**src/rtl/mlkem_pkg.sv**
```systemverilog
// Shared types, constants and reduction helpers for the ML-KEM NTT datapath.
// Barrett reduction is only instantiated by the butterfly when
// MLKEM_BFLY_INTT_EN is defined.
package mlkem_pkg;

  typedef logic signed [15:0] coeff_t;
  typedef logic signed [31:0] prod_t;

  localparam coeff_t      KYBER_Q     = 16'sd3329;
  localparam logic [15:0] QINV        = 16'd62209;
  localparam prod_t       BARRETT_V   = 32'sd20159;
  localparam prod_t       BARRETT_RND = 32'sd33554432;

  // Montgomery reduction: returns p * 2^-16 mod q, with |result| < q.
  // The low half of (p - u*q) is zero by construction, so the arithmetic
  // shift is exact.
  function automatic coeff_t mont_reduce(input prod_t p);
    logic [15:0] u_bits;
    coeff_t      u;
    prod_t       diff;
    u_bits = p[15:0] * QINV;
    u      = coeff_t'(u_bits);
    diff   = p - prod_t'(u) * prod_t'(KYBER_Q);
    return coeff_t'(diff >>> 16);
  endfunction

  // Barrett reduction to a centered representative of x mod q.
  function automatic coeff_t barrett_reduce(input coeff_t x);
    prod_t  num;
    coeff_t quo;
    num = prod_t'(x) * BARRETT_V + BARRETT_RND;
    quo = coeff_t'(num >>> 26);
    return x - quo * KYBER_Q;
  endfunction

endpackage

```
**src/rtl/mlkem_fqmul_stage.sv**
```systemverilog
// Two-stage Montgomery multiplier: S1 registers the signed 16x16 product,
// S2 registers the reduced result. Both stages advance only on i_en so the
// butterfly can stall the whole pipeline with one signal.
module mlkem_fqmul_stage
  import mlkem_pkg::*;
(
  input  logic               clk,
  input  logic               rst_n,
  input  logic               i_en,
  input  logic signed [15:0] i_zeta,
  input  logic signed [15:0] i_b,
  output logic signed [15:0] o_t
);

  prod_t  r_p;
  coeff_t r_t;

  // Product register (S1) followed by reduce register (S2).
  always_ff @(posedge clk or negedge rst_n) begin
    if (!rst_n) begin
      r_p <= '0;
      r_t <= '0;
    end else if (i_en) begin
      r_p <= prod_t'(i_zeta) * prod_t'(i_b);
      r_t <= mont_reduce(r_p);
    end
  end

  assign o_t = r_t;

endmodule

```
**src/rtl/mlkem_ntt_butterfly.sv**
```systemverilog
// Three-stage pipelined ML-KEM NTT butterfly with valid/ready on both sides.
// Default build: Cooley-Tukey only (a' = a + t, b' = a - t, t = fqmul(zeta, b)).
// With MLKEM_BFLY_INTT_EN defined, inv_in selects the Gentleman-Sande
// butterfly (a' = barrett(a + b), b' = fqmul(zeta, b - a)) per pair.
// The whole pipeline advances together; a full output slot that is not
// being taken freezes every stage.
module mlkem_ntt_butterfly
  import mlkem_pkg::*;
#(
  parameter int TAG_W = 8
) (
  input  logic               clk,
  input  logic               rst_n,
  input  logic               in_valid,
  output logic               in_ready,
  input  logic signed [15:0] a_in,
  input  logic signed [15:0] b_in,
  input  logic signed [15:0] zeta_in,
  input  logic [TAG_W-1:0]   tag_in,
  input  logic               inv_in,
  output logic               out_valid,
  input  logic               out_ready,
  output logic signed [15:0] a_out,
  output logic signed [15:0] b_out,
  output logic [TAG_W-1:0]   tag_out
);

  logic             w_en;
  coeff_t           w_a_s0;
  coeff_t           w_b_s0;
  coeff_t           w_t;
  coeff_t           w_a_s3;
  coeff_t           w_b_s3;

  logic             r_v1, r_v2, r_v3;
  logic [TAG_W-1:0] r_tag1, r_tag2, r_tag3;
  coeff_t           r_a1, r_a2;
  coeff_t           r_a_out, r_b_out;

  assign w_en     = !r_v3 || out_ready;
  assign in_ready = w_en;

`ifdef MLKEM_BFLY_INTT_EN
  logic r_inv1, r_inv2;

  // GS pre-processing: the multiplier sees b-a and the a lane carries a+b.
  assign w_a_s0 = inv_in ? coeff_t'(a_in + b_in) : a_in;
  assign w_b_s0 = inv_in ? coeff_t'(b_in - a_in) : b_in;

  // Carry the butterfly kind alongside its pair.
  always_ff @(posedge clk or negedge rst_n) begin
    if (!rst_n) begin
      r_inv1 <= 1'b0;
      r_inv2 <= 1'b0;
    end else if (w_en) begin
      r_inv1 <= inv_in;
      r_inv2 <= r_inv1;
    end
  end
`else
  logic w_unused_inv;
  assign w_unused_inv = inv_in;
  assign w_a_s0       = a_in;
  assign w_b_s0       = b_in;
`endif

  mlkem_fqmul_stage u_fqmul (
    .clk    (clk),
    .rst_n  (rst_n),
    .i_en   (w_en),
    .i_zeta (zeta_in),
    .i_b    (w_b_s0),
    .o_t    (w_t)
  );

  // S3 combine: add/sub with two's-complement wrap, or GS outputs.
  always_comb begin
    w_a_s3 = r_a2 + w_t;
    w_b_s3 = r_a2 - w_t;
`ifdef MLKEM_BFLY_INTT_EN
    if (r_inv2) begin
      w_a_s3 = barrett_reduce(r_a2);
      w_b_s3 = w_t;
    end
`endif
  end

  // Valid, tag and a-lane pipeline plus S3 output registers.
  always_ff @(posedge clk or negedge rst_n) begin
    if (!rst_n) begin
      r_v1    <= 1'b0;
      r_v2    <= 1'b0;
      r_v3    <= 1'b0;
      r_tag1  <= '0;
      r_tag2  <= '0;
      r_tag3  <= '0;
      r_a1    <= '0;
      r_a2    <= '0;
      r_a_out <= '0;
      r_b_out <= '0;
    end else if (w_en) begin
      r_v1    <= in_valid;
      r_v2    <= r_v1;
      r_v3    <= r_v2;
      r_tag1  <= tag_in;
      r_tag2  <= r_tag1;
      r_tag3  <= r_tag2;
      r_a1    <= w_a_s0;
      r_a2    <= r_a1;
      r_a_out <= w_a_s3;
      r_b_out <= w_b_s3;
    end
  end

  assign out_valid = r_v3;
  assign a_out     = r_a_out;
  assign b_out     = r_b_out;
  assign tag_out   = r_tag3;

endmodule
```
**config.mk**
```make
export PLATFORM = sky130hd
export DESIGN_NAME = mlkem_ntt_butterfly
export DESIGN_NICKNAME = d
export VERILOG_FILES = /design/src/rtl/mlkem_pkg.sv /design/src/rtl/mlkem_fqmul_stage.sv /design/src/rtl/mlkem_ntt_butterfly.sv
export SDC_FILE = /design/constraint.sdc
export NUM_CORES = 1
export LEC_CHECK = 0
export BUFFER_PORTS_ARGS = -buffer_cell sky130_fd_sc_hd__buf_2
export CAP_MARGIN = 40
export CORE_UTILIZATION = 40
export CTS_CLUSTER_DIAMETER = 150
export DETAILED_ROUTE_END_ITERATION = 6
export HOLD_SLACK_MARGIN = 0.15
export SLEW_MARGIN = 40
export SYNTH_ARGS = -nofsm -noshare
export SYNTH_HDL_FRONTEND = slang
export SYNTH_HIERARCHICAL = 1
export SYNTH_SLANG_ARGS = --single-unit
```
**constraint.sdc**
```tcl
create_clock -name clk -period 23.7 [get_ports clk]
set_input_delay 4.74 -clock clk [delete_from_list [all_inputs] [get_ports clk]]
set_output_delay 4.74 -clock clk [all_outputs]
set_load 0.005 [all_outputs]
```
==> run summary, run 1 <==
uppermost layer routed -> met4
first-pass GRT wire length -> 75.8 mm
Core Rows -> 82
worst slew pin tran -> 0.751 ns
status -> finished with violations
crit path cell chain -> buf_2 -> nand2_1 -> inv_1 -> fa_1 -> fa_1 -> inv_1 -> fa_1 -> fa_1 -> fa_1 -> fa_1 -> inv_1 -> ha_1 -> and4_1 -> and2_1 -> nand3_1 -> a21oi_1 -> o2111a_1 -> nor3_1 -> o21a_1 -> o31a_1
max cap viols -> 0
Clock Root Buffer -> clkbuf_16
Critical Path Max Stage Delay -> 0.98 ns
remaining antenna violation count -> 0
CTS Sinks -> 138
core area -> 0.0505 mm²
DP HPWL -> 35.9 mm
clock buffer depth -> 2
Yosys cell types -> 68
RR Endpoint -> u_fqmul/o_t[14]
drt pass-1 iters -> 7
crit path from -> b_in[1]
TritonCTS Buffers -> 17
Starting Density -> 0.408
HP Class -> flop to flop
failing checks -> design-rule violations
setup TNS -> 0 ns
FF-to-FF setup slack -> 14.92 ns
Clk Latency, worst-skew pair -> 0.44 ns
setup violators final -> 0
IO Count -> 103
Routed WL -> 43.3 mm
YS warnings -> 6
largest net degree at the start of global routing -> 94
Synth Register Bits -> 138
WL/cell -> 14.5 µm
Final Cycle Share -> 0.452
synthesized cell area -> 0.0206 mm²
Routed met3 length -> 1.10 mm
Area Growth Syn to Fin -> 8.17%
setup bufs post-CTS -> 0
relative slew slack -> 0.499
Final Util -> 0.441
Gate Count Post-Synth -> 2,244
register area share after synthesis -> 0.168
most frequent cells in the layout -> 457 x inv_1, 385 x nand2_1, 320 x fa_1, 260 x ha_1, 138 x dfrtp_1
Post-CTS Resized -> 0
DR iter-0 viols -> 653
CTS H-tree lvls -> 4
layout cells sized above 1 -> 0.0728
vias in the first global route -> 15,700
Clk pin slew, worst setup/hold paths -> 0.06 ns
Tmin final -> 10.70 ns
predominant post-synthesis flop cell -> dfrtp_1
met2 WL -> 21.0 mm
RSZ-0062 raised after global routing -> no
CTS hold repair buffers -> 0
Die Ht -> 229 µm
Worst Path Arrival -> 11.02 ns
critical path's most frequent cell -> fa_1
startpoint types -> input port
# fillers -> 5,040
grt ovf -> 0
initial antenna violation count -> 0
die area -> 0.0524 mm²
Worst Setup End Kind -> flop
FF-to-FF Start -> u_fqmul/r_p[1]
post-synthesis async set-or-reset flop share -> 1.00
Post-Synthesis Net Count -> 2,886
die width -> 229 µm
vias per inst -> 4.85
EDFF count, synth -> 0
commonest non-fill, non-tap cell in the layout -> inv_1
GRT Util Overall -> 0.176
worst setup path endpoint -> u_fqmul/r_p[30]
Slowest-stage cell, CP -> fa_1
met1 wire length -> 20.4 mm
crit-path max FO -> 16
f_max -> 93.4 MHz
DR DRC count -> 4
Avg Cell Area, Syn -> 9.17 µm²
# port buffers -> 101
final clock skew -> 0.0115 ns
CP Class -> input port to flop
hold path depth -> 2
CTS tree -> built
Reg2Reg Depth -> 31
CP required -> 24.02 ns
final count of hold timing violations -> 0
ant diodes -> 0
routability cong. -> 0.870
multi-input logic area -> 0.0151 mm²
nets@finish -> 2,937
register area -> 0.00345 mm²
detailed-route via count -> 14,400
Max Slew Vio Count -> 0
==> logic make-up after synthesis <==
logic type	Yosys count	synth area share
multiplexers	20	0.0108
AO/OA/AOI/OAI	245	0.0769
XOR/XNOR	87	0.0370
adder cells (fa/ha/maj)	581	0.470
buffers and inverters	532	0.0978
flip-flops	138	0.168
AND/OR/NAND/NOR	641	0.140
==> cell usage after synthesis (19+ instances only) <==
master | number | area share
clkbuf_1 | 61 | 0.011
fa_1 | 320 | 0.31
xnor2_1 | 58 | 0.025
nand2b_1 | 19 | 0.0058
and2_1 | 97 | 0.029
xor2_1 | 29 | 0.012
inv_1 | 457 | 0.083
nand2_1 | 385 | 0.070
a21oi_1 | 63 | 0.015
nor2_1 | 66 | 0.012
o21ai_0 | 61 | 0.015
dfrtp_1 | 138 | 0.17
ha_1 | 261 | 0.16
==> critical path: cells and delay by family <==
kind	cells	cell delay (ns)
fa+ha+maj	7	3.81
buf+inv	4	0.59
compound gates	4	1.07
simple gates	5	0.79
==> stage by stage <==
step	instance area [µm²]	hold WS [ns]	setup WS (ns)	cells
final	22300	0.458	13.00	2980
after global routing	22300	0.483	12.64	2980
after CTS	22300	0.463	13.01	2980
after detailed placement	21700	0.447	12.53	2948
after global placement	21700	0.441	12.61	2948
after floorplan	20600	0.430	13.25	2244
==> cell type report <==
type,count,area share
clock buffers,18,0.0193
inverters,459,0.0775
well taps,672,0.0378
multi-input cells,1574,0.680
repair buffers,105,0.0248
flip-flops and latches,138,0.155
clock inverters,14,0.00584
==> metal layers <==
layer,GRT usage,vias to the layer above
met2,0.308,227
met3,0.0177,48
met4,0.0506,0
met5,0,-
met1,0.231,7117
li1,-,7056
==> sequential cells by signal, indices dropped and copies added (netlist names) <==
register and count:
out_valid 1, r_a2 16, tag_out 8, r_v1 1, a_out 16, u_fqmul/o_t 16
r_a1 16, r_tag2 8, u_fqmul/r_p 32, r_tag1 8, b_out 15, r_v2 1
==> how the worst min path moves through the flow <==
stage          startpoint         end  slack (ns)
5_1_grt         r_tag1[5]   r_tag2[5]        0.48
3_5_place_dp         r_v2   out_valid        0.45
2_1_floorplan        r_v2        r_v2        0.43
3_3_place_gp         r_v2        r_v2        0.44
6_report       tag_out[6]  tag_out[6]        0.46
4_1_cts              r_v2        r_v2        0.46
Power of run 1 is left out: the tool's default activity adds up to more than one toggle a clock period on the data nets, which glitch-free logic cannot reach.
==> run 2, diff against run 1 <==
==> constraint.sdc (replaced) <==
create_clock -name clk -period 8.7 [get_ports clk]
set_input_delay 1.74 -clock clk [delete_from_list [all_inputs] [get_ports clk]]
set_output_delay 1.74 -clock clk [all_outputs]
set_load 0.005 [all_outputs]
==> run 2 against run 1 <==
Against the previous run:
- largest cell class unchanged
- final cell count rose by 0.30%
- critical endpoint is now u_fqmul/o_t[11]
- core utilization rose by 0.19 points
- flip-flop and latch count did not move
- the run now ends clean
- die area did not move
- worst setup slack got worse by 13 ns
- register-to-register slack got worse by 14 ns
- highest routed layer unchanged
- clock-buffer cell count fell by 1
- via count barely moved
==> run summary, run 2 (synthesis results as in run 1) <==
final count of hold timing violations -> 0 (unchanged)
Max Slew Vio Count -> 0 (unchanged)
DR iter-0 viols -> 591 (-9.5%)
Clock Root Buffer -> clkbuf_16
Biggest register -> u_fqmul/r_p
status -> complete, no violations
Starting Density -> 0.408 (unchanged)
CP required -> 9.02 ns (-15.00 ns)
Reg2Reg Depth -> 30 (-3.2%)
hold_sp -> tag_out[7]
layout cells sized above 1 -> 0.0768 (+0.00403)
TritonCTS Buffers -> 17 (unchanged)
detailed-route via count -> 14,400 (-0.076%)
f_max -> 121 MHz
drt pass-1 iters -> 5 (-2)
GR Layer Usage met3 -> 0.0176 (-0.000125)
GRT Util Overall -> 0.175 (-0.00124)
RSZ-0062 raised after global routing -> no
core area -> 0.0505 mm² (unchanged)
die width -> 229 µm (unchanged)
vias in the first global route -> 15,600 (-0.52%)
remaining antenna violation count -> 0 (unchanged)
CTS hold repair buffers -> 0 (unchanged)
grt ovf -> 0 (unchanged)
Slowest-stage cell, CP -> or4_1
WL/cell -> 14.5 µm (-0.31%)
initial antenna violation count -> 0 (unchanged)
most frequent cells in the layout -> 457 x inv_1, 385 x nand2_1, 320 x fa_1, 260 x ha_1, 138 x dfrtp_1
# fillers -> 4,979 (-1.2%)
Placed Cells -> 2,957 (+0.31%)
RR Endpoint -> u_fqmul/o_t[11]
setup violators final -> 0 (unchanged)
grt met2 use -> 0.311 (+0.00313)
DR DRC count -> 0 (-4)
startpoint types -> flop
pre-CTS setup slack -> 0.285 ns (-12.24 ns)
largest net degree at the start of global routing -> 89 (-5.3%)
crit-path max FO -> 6 (-10)
hold path depth -> 2 (unchanged)
GRT met1 Usage -> 0.226 (-0.00530)
final clock skew -> 0.0143 ns (+0.00276 ns)
# port buffers -> 101 (unchanged)
WHS -> 0.461 ns (+0.00267 ns)
Clk pin slew, worst setup/hold paths -> 0.07 ns (about the same)
first-pass GRT wire length -> 75.4 mm (-0.58%)
IO Count -> 103 (unchanged)
commonest non-fill, non-tap cell in the layout -> inv_1
CP Class -> flop to flop
Core Rows -> 82 (unchanged)
Die Ht -> 229 µm (unchanged)
Clk Latency, worst-skew pair -> 0.44 ns (about the same)
Most Used Layer, Global Route -> met2
Routed WL -> 43.3 mm (about the same)
Area Growth Syn to Fin -> 8.64%
CTS tree -> built
Setup WS post-layout -> 0.428 ns (-12.57 ns)
Worst Setup End Kind -> flop
worst slew pin tran -> 0.735 ns (-0.0163 ns)
FF-to-FF setup slack -> 0.43 ns (-14.49 ns)
Worst Path Arrival -> 8.59 ns (-2.43 ns)
clock buffer depth -> 2 (unchanged)
Final Cycle Share -> 0.951
max FFs per register -> 32 (unchanged)
FF-to-FF Start -> u_fqmul/r_p[5]
max cap viols -> 0 (unchanged)
die area -> 0.0524 mm² (unchanged)
DP HPWL -> 36.2 mm (+0.81%)
vias per inst -> 4.83 (-0.38%)
CTS Sinks -> 138 (unchanged)
Non-Filler Instances -> 2,989 (+0.30%)
routability cong. -> 0.876 (+0.75%)
relative slew slack -> 0.507 (+0.00756)
HP Class -> flop to flop
Tmin final -> 8.27 ns
setup TNS -> 0 ns (unchanged)
Critical Path Max Stage Delay -> 0.49 ns (-0.49 ns)
nets@finish -> 2,946 (+0.31%)
critical path's most frequent cell -> ha_1
Worst Hold End -> tag_out[7]
CTS H-tree lvls -> 4 (unchanged)
ant diodes -> 0 (unchanged)
[run 2: critical path, delay by kind of cell (launching register included)]
| family | cells | cell delay (ns) |
|---|---|---|
| fa+ha+maj | 14 | 5.00 |
| compound gates | 5 | 0.86 |
| simple gates | 2 | 0.86 |
| xor+xnor | 3 | 0.47 |
| flops | 1 | 0.47 |
| mux | 1 | 0.25 |
| buf+inv | 5 | 0.23 |
[run 2: per-stage QoR]
step	area, µm²	utilization
after floorplan	20600	-
after global placement	21800	0.431
after detailed placement	21800	0.431
after CTS	22400	0.443
after global routing	22400	0.443
final	22400	0.443
[run 2: worst max path at each step]
stage / startpoint / endpoint / slack (ns) / cells after the start
after floorplan: u_fqmul/r_p[4] / u_fqmul/o_t[14] / 0.13 / 30
after global placement: u_fqmul/r_p[5] / u_fqmul/o_t[14] / 0.40 / 30
after detailed placement: u_fqmul/r_p[5] / u_fqmul/o_t[14] / 0.28 / 30
after CTS: u_fqmul/r_p[5] / u_fqmul/o_t[14] / 0.27 / 30
after global routing: u_fqmul/r_p[5] / u_fqmul/o_t[14] / 0.07 / 30
final: u_fqmul/r_p[5] / u_fqmul/o_t[11] / 0.43 / 30
[run 2: timing repair]
item / CTS / global route
endpoints found under the setup margin: 0 / 2
resized for setup: 0 / 1
buffers inserted: 0 / 0
[run 2: final cells by class]
| cell class | count | area [µm²] | share of cell area |
|---|---|---|---|
| Clock inverter | 15 | 155 | 0.00694 |
| Tap cell | 672 | 841 | 0.0376 |
| Sequential cell | 138 | 3450 | 0.154 |
| Inverter | 459 | 1730 | 0.0771 |
| Timing Repair Buffer | 114 | 621 | 0.0277 |
| Clock buffer | 17 | 425 | 0.0190 |
| Multi-Input combinational cell | 1574 | 15100 | 0.677 |
[run 2: metal layers]
metal	vias up	share of wire
met5	-	0
met4	0	0.017
met3	50	0.029
met2	247	0.49
met1	7076	0.46
li1	7064	-
Power of run 2 is left out for the same reason.
